## src/rtl/gpu_mem_pkg.sv

```systemverilog
// ---------------------------------------------------------------------------
// gpu_mem_pkg
//   Shared types and constants for the SM memory request path.
//   mem_txn_t mirrors the DPI memory-transaction layout field for field
//   (MSB first): address, data, is_write, size, warp_id, thread_mask.
// ---------------------------------------------------------------------------
package gpu_mem_pkg;

    // Every lane access is a 32-bit word.
    localparam int unsigned MEM_ACCESS_SIZE = 4;

    // Width of the warp_id field as carried in a transaction.
    localparam int unsigned WARP_ID_W = 32;

    typedef struct packed {
        logic [31:0]          address;
        logic [31:0]          data;
        logic                 is_write;
        logic [31:0]          size;
        logic [WARP_ID_W-1:0] warp_id;
        logic [31:0]          thread_mask;
    } mem_txn_t;

    localparam int unsigned MEM_TXN_W = $bits(mem_txn_t);

    // Bits needed to index n warps (at least one bit).
    function automatic int unsigned warp_idx_width(input int unsigned n);
        return (n > 1) ? $clog2(n) : 1;
    endfunction

    // Bits needed to hold a count in the range 0..max_val.
    function automatic int unsigned count_width(input int unsigned max_val);
        return (max_val > 0) ? $clog2(max_val + 1) : 1;
    endfunction

endpackage

```

## src/rtl/sync_fifo.sv

```systemverilog
// ---------------------------------------------------------------------------
// sync_fifo
//   Single-clock first-word-fall-through FIFO. The head entry is presented
//   combinationally on o_data; o_data reads as zero while empty.
//   Push while full and pop while empty are ignored.
//
// Ports
//   clk, rst_n   clock, asynchronous active-low reset
//   i_push       write i_data this cycle
//   i_data       entry to write
//   i_pop        discard the head entry this cycle
//   o_data       head entry (zero when empty)
//   o_full       DEPTH entries held
//   o_empty      no entries held
//   o_count      current occupancy, 0..DEPTH
// ---------------------------------------------------------------------------
module sync_fifo #(
    parameter int unsigned WIDTH = 8,
    parameter int unsigned DEPTH = 8
) (
    input  logic                     clk,
    input  logic                     rst_n,
    input  logic                     i_push,
    input  logic [WIDTH-1:0]         i_data,
    input  logic                     i_pop,
    output logic [WIDTH-1:0]         o_data,
    output logic                     o_full,
    output logic                     o_empty,
    output logic [$clog2(DEPTH):0]   o_count
);

    localparam int unsigned PTR_W = (DEPTH > 1) ? $clog2(DEPTH) : 1;
    localparam int unsigned CNT_W = $clog2(DEPTH) + 1;

    logic [WIDTH-1:0] r_mem [DEPTH];
    logic [PTR_W-1:0] r_wr_ptr;
    logic [PTR_W-1:0] r_rd_ptr;
    logic [CNT_W-1:0] r_count;

    logic w_do_push;
    logic w_do_pop;

    function automatic logic [PTR_W-1:0] ptr_inc(input logic [PTR_W-1:0] p);
        return (p == PTR_W'(DEPTH - 1)) ? '0 : p + PTR_W'(1);
    endfunction

    assign o_full    = (r_count == CNT_W'(DEPTH));
    assign o_empty   = (r_count == '0);
    assign o_count   = r_count;
    assign w_do_push = i_push && !o_full;
    assign w_do_pop  = i_pop && !o_empty;
    assign o_data    = o_empty ? '0 : r_mem[r_rd_ptr];

    always_ff @(posedge clk or negedge rst_n) begin
        if (!rst_n) begin
            r_wr_ptr <= '0;
            r_rd_ptr <= '0;
            r_count  <= '0;
        end else begin
            if (w_do_push) r_wr_ptr <= ptr_inc(r_wr_ptr);
            if (w_do_pop)  r_rd_ptr <= ptr_inc(r_rd_ptr);
            case ({w_do_push, w_do_pop})
                2'b10:   r_count <= r_count + CNT_W'(1);
                2'b01:   r_count <= r_count - CNT_W'(1);
                default: r_count <= r_count;
            endcase
        end
    end

    // Storage carries no reset; stale contents are never visible because
    // o_data is masked while empty.
    always_ff @(posedge clk) begin
        if (w_do_push) r_mem[r_wr_ptr] <= i_data;
    end

endmodule

```

## src/rtl/mem_req_arbiter.sv

```systemverilog
// ---------------------------------------------------------------------------
// mem_req_arbiter
//   Round-robin arbitration of per-warp memory requests into one ordered
//   transaction stream, buffered in a FWFT FIFO towards the DPI memory
//   bridge. Tracks outstanding reads per warp (capped at MAX_OUTSTANDING),
//   routes read responses back to their warp, and counts accepted requests
//   and bridge stall cycles.
//
// Ports
//   clk, rst_n        clock, asynchronous active-low reset
//   req_valid         per-warp request valid
//   req_ready         per-warp accept (one-hot or zero, combinational)
//   req_addr          per-warp byte address, warp i at [32i+31:32i]
//   req_data          per-warp write data
//   req_is_write      per-warp 1=write, 0=read
//   req_thread_mask   per-warp active thread mask
//   out_valid         transaction available to bridge
//   out_ready         bridge consumes the head transaction
//   out_txn           head transaction (zero when none)
//   rsp_in_valid      read response from bridge
//   rsp_in_warp_id    response owner
//   rsp_in_data       response data
//   rsp_valid         per-warp response strobe (registered)
//   rsp_data          response data shared across warps (registered)
//   fifo_count        transaction buffer occupancy
//   req_count         accepted requests (wraps at 2^64)
//   stall_cycles      cycles with out_valid && !out_ready (wraps at 2^64)
//   err_bad_rsp       one-cycle pulse after an illegal response
// ---------------------------------------------------------------------------
module mem_req_arbiter
    import gpu_mem_pkg::*;
#(
    parameter int unsigned NUM_WARPS       = 4,
    parameter int unsigned FIFO_DEPTH      = 8,
    parameter int unsigned MAX_OUTSTANDING = 4
) (
    input  logic                          clk,
    input  logic                          rst_n,
    input  logic [NUM_WARPS-1:0]          req_valid,
    output logic [NUM_WARPS-1:0]          req_ready,
    input  logic [NUM_WARPS*32-1:0]       req_addr,
    input  logic [NUM_WARPS*32-1:0]       req_data,
    input  logic [NUM_WARPS-1:0]          req_is_write,
    input  logic [NUM_WARPS*32-1:0]       req_thread_mask,
    output logic                          out_valid,
    input  logic                          out_ready,
    output mem_txn_t                      out_txn,
    input  logic                          rsp_in_valid,
    input  logic [31:0]                   rsp_in_warp_id,
    input  logic [31:0]                   rsp_in_data,
    output logic [NUM_WARPS-1:0]          rsp_valid,
    output logic [31:0]                   rsp_data,
    output logic [$clog2(FIFO_DEPTH):0]   fifo_count,
    output logic [63:0]                   req_count,
    output logic [63:0]                   stall_cycles,
    output logic                          err_bad_rsp
);

    localparam int unsigned IDX_W = warp_idx_width(NUM_WARPS);
    localparam int unsigned OUT_W = count_width(MAX_OUTSTANDING);
    localparam logic [OUT_W-1:0] OUT_MAX = OUT_W'(MAX_OUTSTANDING);

    // ------------------------------------------------------------------
    // State
    // ------------------------------------------------------------------
    logic [IDX_W-1:0]     r_rr_ptr;
    logic [OUT_W-1:0]     r_outstanding [NUM_WARPS];
    logic [NUM_WARPS-1:0] r_rsp_valid;
    logic [31:0]          r_rsp_data;
    logic                 r_err_bad_rsp;
    logic [63:0]          r_req_count;
    logic [63:0]          r_stall_cycles;

    // ------------------------------------------------------------------
    // Combinational
    // ------------------------------------------------------------------
    logic [NUM_WARPS-1:0] w_eligible;
    logic [IDX_W-1:0]     w_cand;
    logic                 w_grant_vld;
    logic [IDX_W-1:0]     w_grant_idx;
    logic [NUM_WARPS-1:0] w_req_ready;
    mem_txn_t             w_push_txn;
    logic [NUM_WARPS-1:0] w_rd_accept;
    logic                 w_rsp_in_range;
    logic [IDX_W-1:0]     w_rsp_idx;
    logic                 w_rsp_ok;
    logic                 w_rsp_bad;
    logic [NUM_WARPS-1:0] w_rsp_dec;
    logic                 w_fifo_full;
    logic                 w_fifo_empty;
    logic                 w_pop;
    logic [MEM_TXN_W-1:0] w_head;

    // Eligibility and round-robin search. The search index wraps by plain
    // truncation since NUM_WARPS is a power of two. Full is the registered
    // occupancy, so a same-cycle pop never opens a slot for a grant.
    always_comb begin
        w_eligible  = '0;
        w_cand      = '0;
        w_grant_vld = 1'b0;
        w_grant_idx = '0;
        for (int unsigned i = 0; i < NUM_WARPS; i++) begin
            w_eligible[i] = req_valid[i] &&
                            !(!req_is_write[i] && (r_outstanding[i] == OUT_MAX));
        end
        for (int unsigned k = 0; k < NUM_WARPS; k++) begin
            w_cand = r_rr_ptr + IDX_W'(k);
            if (!w_grant_vld && !w_fifo_full && w_eligible[w_cand]) begin
                w_grant_vld = 1'b1;
                w_grant_idx = w_cand;
            end
        end
    end

    // One-hot accept and the transaction assembled from the granted lane.
    always_comb begin
        w_req_ready = '0;
        w_push_txn  = '0;
        for (int unsigned i = 0; i < NUM_WARPS; i++) begin
            if (w_grant_vld && (w_grant_idx == IDX_W'(i))) begin
                w_req_ready[i]         = 1'b1;
                w_push_txn.address     = req_addr[32*i +: 32];
                w_push_txn.data        = req_data[32*i +: 32];
                w_push_txn.is_write    = req_is_write[i];
                w_push_txn.size        = 32'(MEM_ACCESS_SIZE);
                w_push_txn.warp_id     = WARP_ID_W'(i);
                w_push_txn.thread_mask = req_thread_mask[32*i +: 32];
            end
        end
    end

    assign req_ready = w_req_ready;

    // Response legality. A response is legal when its warp already has a
    // read outstanding, or when a read from that warp is accepted in the
    // same cycle (the two then cancel in the counter).
    always_comb begin
        w_rd_accept    = '0;
        w_rsp_dec      = '0;
        w_rsp_in_range = (rsp_in_warp_id < 32'(NUM_WARPS));
        w_rsp_idx      = rsp_in_warp_id[IDX_W-1:0];
        for (int unsigned i = 0; i < NUM_WARPS; i++) begin
            w_rd_accept[i] = w_req_ready[i] && !req_is_write[i];
        end
        w_rsp_ok  = rsp_in_valid && w_rsp_in_range &&
                    ((r_outstanding[w_rsp_idx] != '0) || w_rd_accept[w_rsp_idx]);
        w_rsp_bad = rsp_in_valid && !w_rsp_ok;
        for (int unsigned i = 0; i < NUM_WARPS; i++) begin
            w_rsp_dec[i] = w_rsp_ok && (w_rsp_idx == IDX_W'(i));
        end
    end

    // ------------------------------------------------------------------
    // Transaction buffer
    // ------------------------------------------------------------------
    assign w_pop = out_valid && out_ready;

    sync_fifo #(
        .WIDTH (MEM_TXN_W),
        .DEPTH (FIFO_DEPTH)
    ) u_txn_fifo (
        .clk     (clk),
        .rst_n   (rst_n),
        .i_push  (w_grant_vld),
        .i_data  (w_push_txn),
        .i_pop   (w_pop),
        .o_data  (w_head),
        .o_full  (w_fifo_full),
        .o_empty (w_fifo_empty),
        .o_count (fifo_count)
    );

    assign out_valid = !w_fifo_empty;
    assign out_txn   = mem_txn_t'(w_head);

    // ------------------------------------------------------------------
    // Sequential state
    // ------------------------------------------------------------------
    always_ff @(posedge clk or negedge rst_n) begin
        if (!rst_n) begin
            r_rr_ptr <= '0;
        end else if (w_grant_vld) begin
            r_rr_ptr <= w_grant_idx + IDX_W'(1);
        end
    end

    always_ff @(posedge clk or negedge rst_n) begin
        if (!rst_n) begin
            for (int unsigned i = 0; i < NUM_WARPS; i++) begin
                r_outstanding[i] <= '0;
            end
        end else begin
            for (int unsigned i = 0; i < NUM_WARPS; i++) begin
                case ({w_rd_accept[i], w_rsp_dec[i]})
                    2'b10:   r_outstanding[i] <= r_outstanding[i] + OUT_W'(1);
                    2'b01:   r_outstanding[i] <= r_outstanding[i] - OUT_W'(1);
                    default: r_outstanding[i] <= r_outstanding[i];
                endcase
            end
        end
    end

    always_ff @(posedge clk or negedge rst_n) begin
        if (!rst_n) begin
            r_rsp_valid   <= '0;
            r_rsp_data    <= '0;
            r_err_bad_rsp <= 1'b0;
        end else begin
            r_rsp_valid   <= w_rsp_dec;
            r_err_bad_rsp <= w_rsp_bad;
            if (w_rsp_ok) r_rsp_data <= rsp_in_data;
        end
    end

    always_ff @(posedge clk or negedge rst_n) begin
        if (!rst_n) begin
            r_req_count    <= '0;
            r_stall_cycles <= '0;
        end else begin
            if (w_grant_vld)            r_req_count    <= r_req_count + 64'd1;
            if (out_valid && !out_ready) r_stall_cycles <= r_stall_cycles + 64'd1;
        end
    end

    assign rsp_valid    = r_rsp_valid;
    assign rsp_data     = r_rsp_data;
    assign err_bad_rsp  = r_err_bad_rsp;
    assign req_count    = r_req_count;
    assign stall_cycles = r_stall_cycles;

endmodule
```

## config.mk

```make
export PLATFORM = sky130hd
export DESIGN_NAME = mem_req_arbiter
export DESIGN_NICKNAME = d
export VERILOG_FILES = /design/src/rtl/gpu_mem_pkg.sv /design/src/rtl/sync_fifo.sv /design/src/rtl/mem_req_arbiter.sv
export SDC_FILE = /design/constraint.sdc
export NUM_CORES = 1
export LEC_CHECK = 0
export CORE_AREA = 4 4 308 310
export DETAILED_ROUTE_END_ITERATION = 8
export DIE_AREA = 0 0 312 314
export PLACE_DENSITY = 0.71
export SKIP_LAST_GASP = 1
export SLEW_MARGIN = 20
export SYNTH_ARGS = -nofsm -noshare
export SYNTH_HDL_FRONTEND = slang
export SYNTH_SLANG_ARGS = --single-unit
```

## constraint.sdc

```tcl
create_clock -name clk -period 40 [get_ports clk]
set_input_delay 8 -clock clk [delete_from_list [all_inputs] [get_ports clk]]
set_output_delay 8 -clock clk [all_outputs]
set_load 0.005 [all_outputs]
```

Word level (Yosys, flattened, before mapping). Memories as Yosys holds them, arrays and structs flattened. Index checks and enable logic that the tools add are counted.

Bits in registers: 189. Memory bits (writable): 1288. Bits of input ports: 460. Output and inout port bits: 335. Word-level logic and storage cells: 161. Memories: 1.

Memory list: u_txn_fifo.r_mem (words 8, width 161, rd ports 1, clocked after Yosys merged registers in 0, write ports 1, line sync_fifo.sv:35) `logic [WIDTH-1:0] r_mem [DEPTH];`.

Add/sub/neg operators: 18. Magnitude comparators: 7. Eq/ne operators: 23. Multiplexer cells: 39. Bitwise gates (word level): 1. Reductions and logical operators: 59.

Operators by type and width (number): two-way mux 161 bit (5); adder 64 x 1 -> 64 bit, second input constant (2); logical AND 1 bit (34); < comparator 32 x 3 -> 1 bit, second input constant (1); case mux 3 bit (2 select lines) (4); adder 3 x 1 -> 3 bit, second input constant (6); == test 2 bit, second input constant (9); == test 3 bit, second input constant (6); zero test 1 bit (15); < comparator 2 x 3 -> 1 bit, second input constant (5); two-way mux 1 bit (15); == test 2 x 1 -> 1 bit, second input constant (7); two-way mux 3 bit (4); subtractor 3 x 1 -> 3 bit, second input constant (4); binary-select mux 1 bit (select 2 bit) (5); nonzero test 2 bit (5); two-way mux 2 bit (4); case mux 4 bit (2 select lines) (1); binary-select mux 3 bit (select 2 bit) (1); adder 2 x 1 -> 2 bit, second input constant (2); adder 2 bit, second input constant (2); adder 4 x 1 -> 4 bit, second input constant (1); == test 4 bit, second input constant (1); zero test 2 bit (2); other kinds (6) (6).

Depth between registers and ports, before layout.
Depth in word-level cells: 31. Gate-level depth with buffers: 22. Depth with buffers taken out: 20.

Hierarchy. A second synthesis with hierarchy kept.

Cell total of the unflattened synthesis: 3327. Area, all modules: 60800.8 sq um.

Modules (own cells, without submodules): sync_fifo (instances 1, cells each 2101, area each 49511.2 sq um, sequential area each 38927.3 sq um); mem_req_arbiter (instances 1, cells each 1226, area each 11289.6 sq um, sequential area each 4479.3 sq um).

Worst setup path after synthesis. Ideal clock, no wire load.

Kind: input to register. Start: input req_is_write[0]. End: memory u_txn_fifo.r_mem[1][0] (netlist bit) (enable). Library setup time: 840 ps. Arrival: 19378 ps. Required time: 39160 ps. Slack: 19782 ps. Stages: 6. Path buffers: 0. Path through: or4b_4 -> nand2_1 -> a41oi_1 -> a21oi_2 -> nor2_2 -> nor4b_1.

Word-level cells in the longest chain between the ends: 23. Elaborated cells on any way between the ends: 29. Those cells by class: mux (14); reduce/logical (15).

Ends and longest elaborated chain: start, declared (line mem_req_arbiter.sv:43) `input logic [NUM_WARPS-1:0] req_is_write,`; zero test 1 bit (*) (line mem_req_arbiter.sv:104) `!(!req_is_write[i] && (r_outstanding[i] == OUT_MAX));`; logical AND 1 bit (*) (line mem_req_arbiter.sv:104); zero test 1 bit (*) (line mem_req_arbiter.sv:104); logical AND 1 bit (*) (line mem_req_arbiter.sv:103) `w_eligible[i] = req_valid[i] &&`; binary-select mux 1 bit (select 2 bit) (line mem_req_arbiter.sv:108) `if (!w_grant_vld && !w_fifo_full && w_eligible[w_cand]) begin`; two-way mux 1 bit (not written as such) (line mem_req_arbiter.sv:108); logical AND 1 bit (line mem_req_arbiter.sv:108); two-way mux 1 bit (line mem_req_arbiter.sv:108); [... 5 more ...]; logical AND 1 bit (2 in series) (line mem_req_arbiter.sv:108); two-way mux 1 bit (line mem_req_arbiter.sv:108); zero test 1 bit (line mem_req_arbiter.sv:108); logical AND 1 bit (2 in series) (line mem_req_arbiter.sv:108); two-way mux 1 bit (*) (line mem_req_arbiter.sv:108); logical AND 1 bit (*) (line sync_fifo.sv:50) `assign w_do_push = i_push && !o_full;`; two-way mux 1 bit (*) (line sync_fifo.sv:73) `if (w_do_push) r_mem[r_wr_ptr] <= i_data;`; two-way mux 1 bit (not written as such) (*) (line sync_fifo.sv:73); end, declared (line sync_fifo.sv:35).

Mark *: on every way between the ends. The rest lies on a longest branch, timed or not. The select of a mux whose other input is x is not followed.

Worst setup path after layout.
Start: input req_is_write[0]. End: output req_ready[3].

Word-level cells in the longest chain between the ends: 23. Elaborated cells on any way between the ends: 33. Those cells by class: eq/ne (1); mux (17); reduce/logical (15).

Ends and longest elaborated chain: zero test 1 bit (*) (line mem_req_arbiter.sv:104); logical AND 1 bit (*) (line mem_req_arbiter.sv:104); zero test 1 bit (*) (line mem_req_arbiter.sv:104); logical AND 1 bit (*) (line mem_req_arbiter.sv:103); binary-select mux 1 bit (select 2 bit) (line mem_req_arbiter.sv:108); two-way mux 1 bit (not written as such) (line mem_req_arbiter.sv:108); logical AND 1 bit (line mem_req_arbiter.sv:108); two-way mux 1 bit (line mem_req_arbiter.sv:108); [... 5 more ...]; logical AND 1 bit (2 in series) (line mem_req_arbiter.sv:108); two-way mux 1 bit (line mem_req_arbiter.sv:108); zero test 1 bit (line mem_req_arbiter.sv:108); logical AND 1 bit (2 in series) (line mem_req_arbiter.sv:108); two-way mux 2 bit (line mem_req_arbiter.sv:108); == test 2 bit (line mem_req_arbiter.sv:120) `if (w_grant_vld && (w_grant_idx == IDX_W'(i))) begin`; logical AND 1 bit (*) (line mem_req_arbiter.sv:120); two-way mux 1 bit (*) (line mem_req_arbiter.sv:120); end, declared (line mem_req_arbiter.sv:40) `output logic [NUM_WARPS-1:0] req_ready,`.

Marked as above.

==> results summary <==
The CTS tree is done. In this run the clock root is driven by a clkbuf_16. The total routing resource utilization after global routing is about 22%. The critical path is of the in2out type. The floorplan die area came out at between 0.09 and 0.1 mm^2. Across the run, the number of max-cap violations was 0. The number of core rows is 111. The final layout net count is 3812. The startpoint identified for the worst hold timing path is req_count[63]$_DFFE_PN0P_. The number of hold-repair buffers added at the cts stage is 0. The run finished with clean final reports. The total power density per cell area came out at 98.17 mW/mm^2. The clock tree skew after final layout is 0.02149 ns. In this run the cell area of the synthesized design comes to 0.04205 mm^2. The maximum resistive drop on vdd is between 0.00006 and 0.00007 V. The sequential area share after synthesis is about two thirds. The register area came out at 0.02876 mm^2. After Yosys synthesis, full adders, half adders and majority gates account for 0.7439% of the synthesized area. The final count of pins violating max slew was 0. The initial standard-cell utilization of the core is approximately 46%.

The placeable core area is 0.09166 mm^2. The number of cells on the worst reg-to-reg path is 10. The global placer's final weighted congestion is 0.8392. The synthesized design contains 800 enable-type register cells. In this run the deepest clock path goes through 3 buffers.

The number of synthesis warnings is 0. The count of buffers from port buffering came out at roughly 730. The nature of the critical path endpoint is an output pin. Setup repair after global routing left no endpoint under its margin.

In this run the critical register-to-register path is launched from r_outstanding[9]$_DFFE_PN0P_. The leading area contributor after synthesis is edfxtp_1. The global-route wire length before repair is between 150 and 200 mm.

From synthesis to final layout, the design area changed by 27.74%. Leaving out fill and tap cells, the most frequent cells in the layout are edfxtp_1, clkdlybuf4s50_1, mux4_2, dfrtp_1, nand2_1. In the synthesized netlist the dominant register cell turns out to be edfxtp_1.

The worst register-to-register path ends at u_txn_fifo.r_mem[3][98]$_DFFE_PP_. Multiplexer cells account for 14.27% of the synthesized area. The worst path arrival time is 11.88 ns. After clock tree synthesis, the setup repair step added 0 buffers.

Of the available clock period, the critical path in the final layout requires 49.70%. The post-detailed-route via-to-cell ratio came out at 5.514. Along the worst path, the maximum fanout reaches 13.

The hold violation total from the final report is 0. The remaining design rule violation count came out at 0. Setup violations remaining at the end of the flow were counted as 0.

The final-layout fill cell count is 7079. The area of the multi-input gates came out at 0.01241 mm^2. The path with the worst hold slack has its endpoint at req_count[63]$_DFFE_PN0P_. The final total negative setup slack came out at 0 ns. The first TritonRoute pass finished after 5 iterations. The hold-critical path depth is 1. The count of vias placed by the detailed router came out at roughly 25000. The simple-gate portion of the synthesized area came out at 6.005%. The path class of the tightest hold or removal check is reg2reg. The number of global-route vias before repair was 26620.

The data required time of the critical path is 32.00 ns. The routed wire length came out at around 110 mm. The slack of the worst reg-to-reg path is 33.81 ns. The initial antenna violation count is 6. In this run the vertical extent of the chip is 314 um.

Sorting the synthesized cells by area gives the leading types as edfxtp_1, dfrtp_1, mux4_2, mux2i_1, xnor2_1. The die is 312 um wide. The leakage component of the power came out at roughly 0.019 uW.

By area, the combinational part of the netlist is dominated by multiplexers. The share of the synthesized area in compound gates (AO/OA/AOI/OAI) is 4.755%. After global routing the overflow that remains totals 0. The final total power is approximately 5300 uW. The clock tree synthesis step divided the H-tree into 3 levels.

The clock transition at the registers of the reported paths came out at 0.05 ns. The library cell used most frequently in the layout, excluding fill and tap cells, is edfxtp_1. The parity-gate share of the synthesized area counting xor and xnor cells is 2.958%. The upper clock frequency limit is 0.05030 GHz. The mean instance size in the synthesized netlist came out at around 16 um^2. The largest net degree at the start of global routing is 120.

In this run the count of I/O pins placed on the die edge is just under 800. The slew at the pin closest to its max-slew limit came out at 1.067 ns. The post-route minimum period came out at 19.88 ns. The starting DRC count in detailed routing is 1841. Once detail routing completed, the nets flagged for antenna violations numbered 0. The worst setup path is launched from a primary input. The count of cell types in the netlist is 70. Of the cells placed in the final design, the portion with a size suffix greater than 1 is 13.62%.

The number of cells produced by synthesis came out at 2601. The async set-reset flop share out of synthesis came out at a little under a fifth. The normalized max-slew margin came out at 28.53%. In this run the biggest area consumer among cell types represents 57.13% of the synthesized area. The number of clock sinks seen by CTS came out at between 900 and 1000. The average detailed-routed wire length per instance came out at 24.07 um. The register bit count reported by yosys is 989.

In this run, post-CTS repair resized a total of 0 instances. The detailed placer's ending HPWL is 69.77 mm. The clock buffer count from CTS came out at 96. The clock latency on the worst-skew pair came out at between 0.6 and 0.7 ns.
[how the worst max path moves through the flow]
stage                     from                                to  slack, ns  cells past startpoint
2_1_floorplan  req_is_write[0]  u_txn_fifo.r_mem[1][0]$_DFFE_PP_      19.78                      6
3_3_place_gp   req_is_write[0]                      req_ready[3]      20.16                     12
3_5_place_dp   req_is_write[0]                      req_ready[3]      20.10                     12
4_1_cts        req_is_write[0]                      req_ready[3]      20.10                     12
5_1_grt        req_is_write[0]                      req_ready[3]      19.89                     12
6_report       req_is_write[0]                      req_ready[3]      20.12                     12
[final cells by class]
type,count,area share [%]
flip-flops and latches,989,53.55
multi-input cells,1430,23.10
clock inverters,53,1.118
repair buffers,776,14.27
diodes,2,0.009317
inverters,37,0.2585
clock buffers,123,4.929
well taps,1186,2.763
[through the flow]
| step | worst slack, ns | hold slack [ns] | cell area (um^2) | utilization, % | std cells |
|---|---|---|---|---|---|
| 2_1_floorplan | 19.78 | 0.4476 | 42280 | - | 2661 |
| 3_3_place_gp | 20.16 | 0.4623 | 50450 | 55.04 | 4418 |
| 3_5_place_dp | 20.10 | 0.4619 | 50450 | 55.04 | 4418 |
| 4_1_cts | 20.10 | 0.4748 | 53700 | 58.59 | 4594 |
| 5_1_grt | 19.89 | 0.5001 | 53720 | 58.60 | 4596 |
| 6_report | 20.12 | 0.4720 | 53720 | 58.60 | 4596 |
[routing by layer]
layer	routed length, um	share of wire (%)	global-route usage [%]
met1	44500	40	28.55
met3	8468	7.7	5.641
met5	13	0.012	0
met2	54900	50	37.12
met4	2740	2.5	6.250
[flip-flops by register name, indices dropped and copies added (netlist names)]
name / cells
u_txn_fifo.r_mem: 800
req_count: 64
stall_cycles: 64
rsp_data: 32
r_outstanding: 12
rsp_valid: 4
u_txn_fifo.o_count: 4
u_txn_fifo.r_rd_ptr: 3
u_txn_fifo.r_wr_ptr: 3
r_rr_ptr: 2
err_bad_rsp: 1
[critical path: stages]
cell,delay [ns]
clkdlybuf4s50_1,0.47
or4b_4,0.55
nand2_1,0.12
a41oi_1,0.22
a21oi_2,0.73
o21ai_0,0.17
o2111a_1,0.17
or3_1,0.39
ha_1,0.28
o21ai_4,0.09
inv_1,0.18
clkdlybuf4s50_1,0.51
[synthesized netlist by cell type, drive strengths merged (65+ instances only)]
library cell	number
a21oi	105
xnor2	77
xor2	65
mux2i	105
dfrtp	189
clkbuf	85
o21ai	103
nand2	167
mux4	200
nor2	158
edfxtp	800
o22ai	96
buf	120
[power breakdown]
part,internal [uW],total [uW],leakage [uW],switching (uW)
Sequential,2010,2130,0.00992,124
Combinational,842,2220,0.00773,1380
Clock,545,923,0.00158,378
Total,3390,5270,0.0192,1880
[cell families after synthesis]
family          count (synthesis)
mux                           340
xor+xnor                      142
fa+ha+maj                      22
other cells                     1
simple gates                  528
flops                         989
buf+inv                       242
compound gates                337
(Power assumes the default switching activity.)
==> variant: new RTL, same flow settings <==
Reset style: synchronous (`rst_n`), changed in 5 clocked blocks. Comments in the files are not updated.
--- a/src/rtl/sync_fifo.sv
+++ b/src/rtl/sync_fifo.sv
@@ -51,7 +51,7 @@
     assign w_do_pop  = i_pop && !o_empty;
     assign o_data    = o_empty ? '0 : r_mem[r_rd_ptr];
 
-    always_ff @(posedge clk or negedge rst_n) begin
+    always_ff @(posedge clk) begin
         if (!rst_n) begin
             r_wr_ptr <= '0;
             r_rd_ptr <= '0;
--- a/src/rtl/mem_req_arbiter.sv
+++ b/src/rtl/mem_req_arbiter.sv
@@ -176,7 +176,7 @@
     // ------------------------------------------------------------------
     // Sequential state
     // ------------------------------------------------------------------
-    always_ff @(posedge clk or negedge rst_n) begin
+    always_ff @(posedge clk) begin
         if (!rst_n) begin
             r_rr_ptr <= '0;
         end else if (w_grant_vld) begin
@@ -184,7 +184,7 @@
         end
     end
 
-    always_ff @(posedge clk or negedge rst_n) begin
+    always_ff @(posedge clk) begin
         if (!rst_n) begin
             for (int unsigned i = 0; i < NUM_WARPS; i++) begin
                 r_outstanding[i] <= '0;
@@ -200,7 +200,7 @@
         end
     end
 
-    always_ff @(posedge clk or negedge rst_n) begin
+    always_ff @(posedge clk) begin
         if (!rst_n) begin
             r_rsp_valid   <= '0;
             r_rsp_data    <= '0;
@@ -212,7 +212,7 @@
         end
     end
 
-    always_ff @(posedge clk or negedge rst_n) begin
+    always_ff @(posedge clk) begin
         if (!rst_n) begin
             r_req_count    <= '0;
             r_stall_cycles <= '0;
Check against the original RTL: not settled (the Yosys comparison gave no result); the edit may change what the design does.
==> variant against the original RTL <==
- sequential cell count increased by 3
- critical path depth decreased by 3
- combinational power decreased by 14%
- wire length increased by 11%
- design area increased by 2.7%
- area after synthesis increased by 3.4%
- total power decreased by 10%
- register-to-register slack improved by 0.16 ns
- first-iteration DRC count increased by 16%
- setup slack got worse by 0.13 ns
- cell count increased by 5.5%
- clock skew increased by 0.019 ns
- critical path type unchanged
- largest cell class unchanged
- count of clock-buffer cells in the layout increased by 8
- sequential power decreased by 12%
==> variant: results (changes against the original RTL) <==
Outcome = finished, final reports clean (unchanged)
Overall Global Routing Usage = 0.242 (was 0.220)
Final HPWL DP = 77.3 mm (was 69.8 mm)
List of most frequent post-synthesis cells = 812 x edfxtp_1, 200 x mux4_2, 180 x dfxtp_1, 179 x nor2_1, 178 x nand2_1 (was 800 x edfxtp_1, 200 x mux4_2, 189 x dfrtp_1, 167 x nand2_1, 157 x nor2_1)
Hold Path Class = reg -> reg (unchanged)
Crit path arrival time = 12.01 ns (was 11.88 ns)
Net Sw Frac = 0.347 (was 0.356)
Number of synthesized flops with an enable pin = 812 (was 800)
P_leak = 17.6 nW (was 19.2 nW)
Reg with most FFs = u_txn_fifo.r_mem (unchanged)
First-pass GRT wire length = 180 mm (was 164 mm)
Reg power frac = 0.394 (was 0.404)
Placed Instances = 4,652 (was 4,418)
CTS H-tree lvls = 3 (unchanged)
DR WL/cell = 25.3 um (was 24.1 um)
Cts bufs inserted = 104 (was 96)
Crit path max fanout = 52 (was 13)
Fraction of layout instances using a drive strength above 1 = 0.142 (was 0.136)
Placer Congestion = 0.872 (was 0.839)
Final #Nets = 4,060 (was 3,812)
Sequential Power = 0.00187 W (was 0.00213 W)
Worst-skew pair later-pin latency = 0.66 ns (was 0.63 ns)
VDD IR max = 0.000119 V (was 0.0000677 V)
Pin count of the biggest net entering global routing = 137 (was 120)
Starting DRT DRC Count = 2,133 (was 1,841)
Register area share after synthesis = 0.644 (was 0.684)
Synth top area cells = edfxtp_1 56%, mux4_2 10%, dfxtp_1 8.3% (was edfxtp_1 57%, dfrtp_1 11%, mux4_2 11%)
Slew @ Worst Pin = 1.10 ns (was 1.07 ns)
Synth Area per Inst = 15.1 um2 (was 16.2 um2)
Top-area cell type share of the netlist area = 0.561 (was 0.571)
Synth cell types = 72 (was 70)
Via Count = 28,100 (was 25,300)
Max reg flops = 800 (unchanged)
Post-Route Skew = 0.0405 ns (was 0.0215 ns)
Post-CTS resize count = 0 (unchanged)
Initial antenna violation count = 4 (was 6)
Drt pass-1 iters = 5 (unchanged)
Final Non-Filler Cells = 4,848 (was 4,596)
P_comb = 0.00190 W (was 0.00222 W)
Vias in the first global route = 28,600 (was 26,600)
Asr flop ratio synth = 0 (was 0.191)
-- variant: layer usage --
metal / track usage / wire (um) / up-vias
li1: - / - / 12700
met1: 0.316 / 49400 / 14200
met2: 0.416 / 61300 / 1058
met3: 0.0503 / 8580 / 148
met4: 0.0667 / 3180 / 0
met5: 0 / 0 / -
-- variant: through the flow --
stage / instance area [um2] / util / setup slack [ns]
6_report: 55200 / 0.602 / 19.99
3_3_place_gp: 51700 / 0.564 / 20.14
5_1_grt: 55200 / 0.602 / 19.77
4_1_cts: 55200 / 0.602 / 19.98
2_1_floorplan: 43700 / - / 20.37
3_5_place_dp: 51700 / 0.564 / 20.01
-- variant: critical path: stages --
cell and delay [ns]:
clkdlybuf4s50_1 0.47, nor4b_2 0.57, o221ai_1 0.28, a211oi_2 0.53, o21ba_4 0.62, inv_4 0.29, nand2_4 0.60, inv_1 0.09
clkdlybuf4s50_1 0.48
-- variant: cells by family after synthesis --
group                      share of synthesized area
buffers and inverters                         0.0328
adders and majority gates                    0.00875
other                                      0.0000863
DFF                                            0.644
muxes                                          0.144
AOI/OAI and AO/OA                             0.0822
and+or+nand+nor                               0.0785
xor gates and xnor gates                     0.00947
-- variant: area by class of cell --
class,count,area (um2)
Fill cell,7003,36500
Sequential cell,992,28000
Multi-Input combinational cell,1660,14400
Timing Repair Buffer,778,7690
Clock buffer,131,2810
Tap cell,1186,1480
Clock inverter,62,692
Inverter,36,138
Antenna cell,3,7.51
-- variant: worst paths after layout --
kind / endpoint / depth (start not counted) / slack (ns) / from
max reg2reg: r_outstanding[0][2] / 20 / 33.97 / r_outstanding[1][0]
min: rsp_data[0] / 2 / 0.46 / rsp_data[0]
min reg2reg: rsp_data[0] / 2 / 0.46 / rsp_data[0]
max: req_ready[3] / 9 / 19.99 / req_is_write[1]
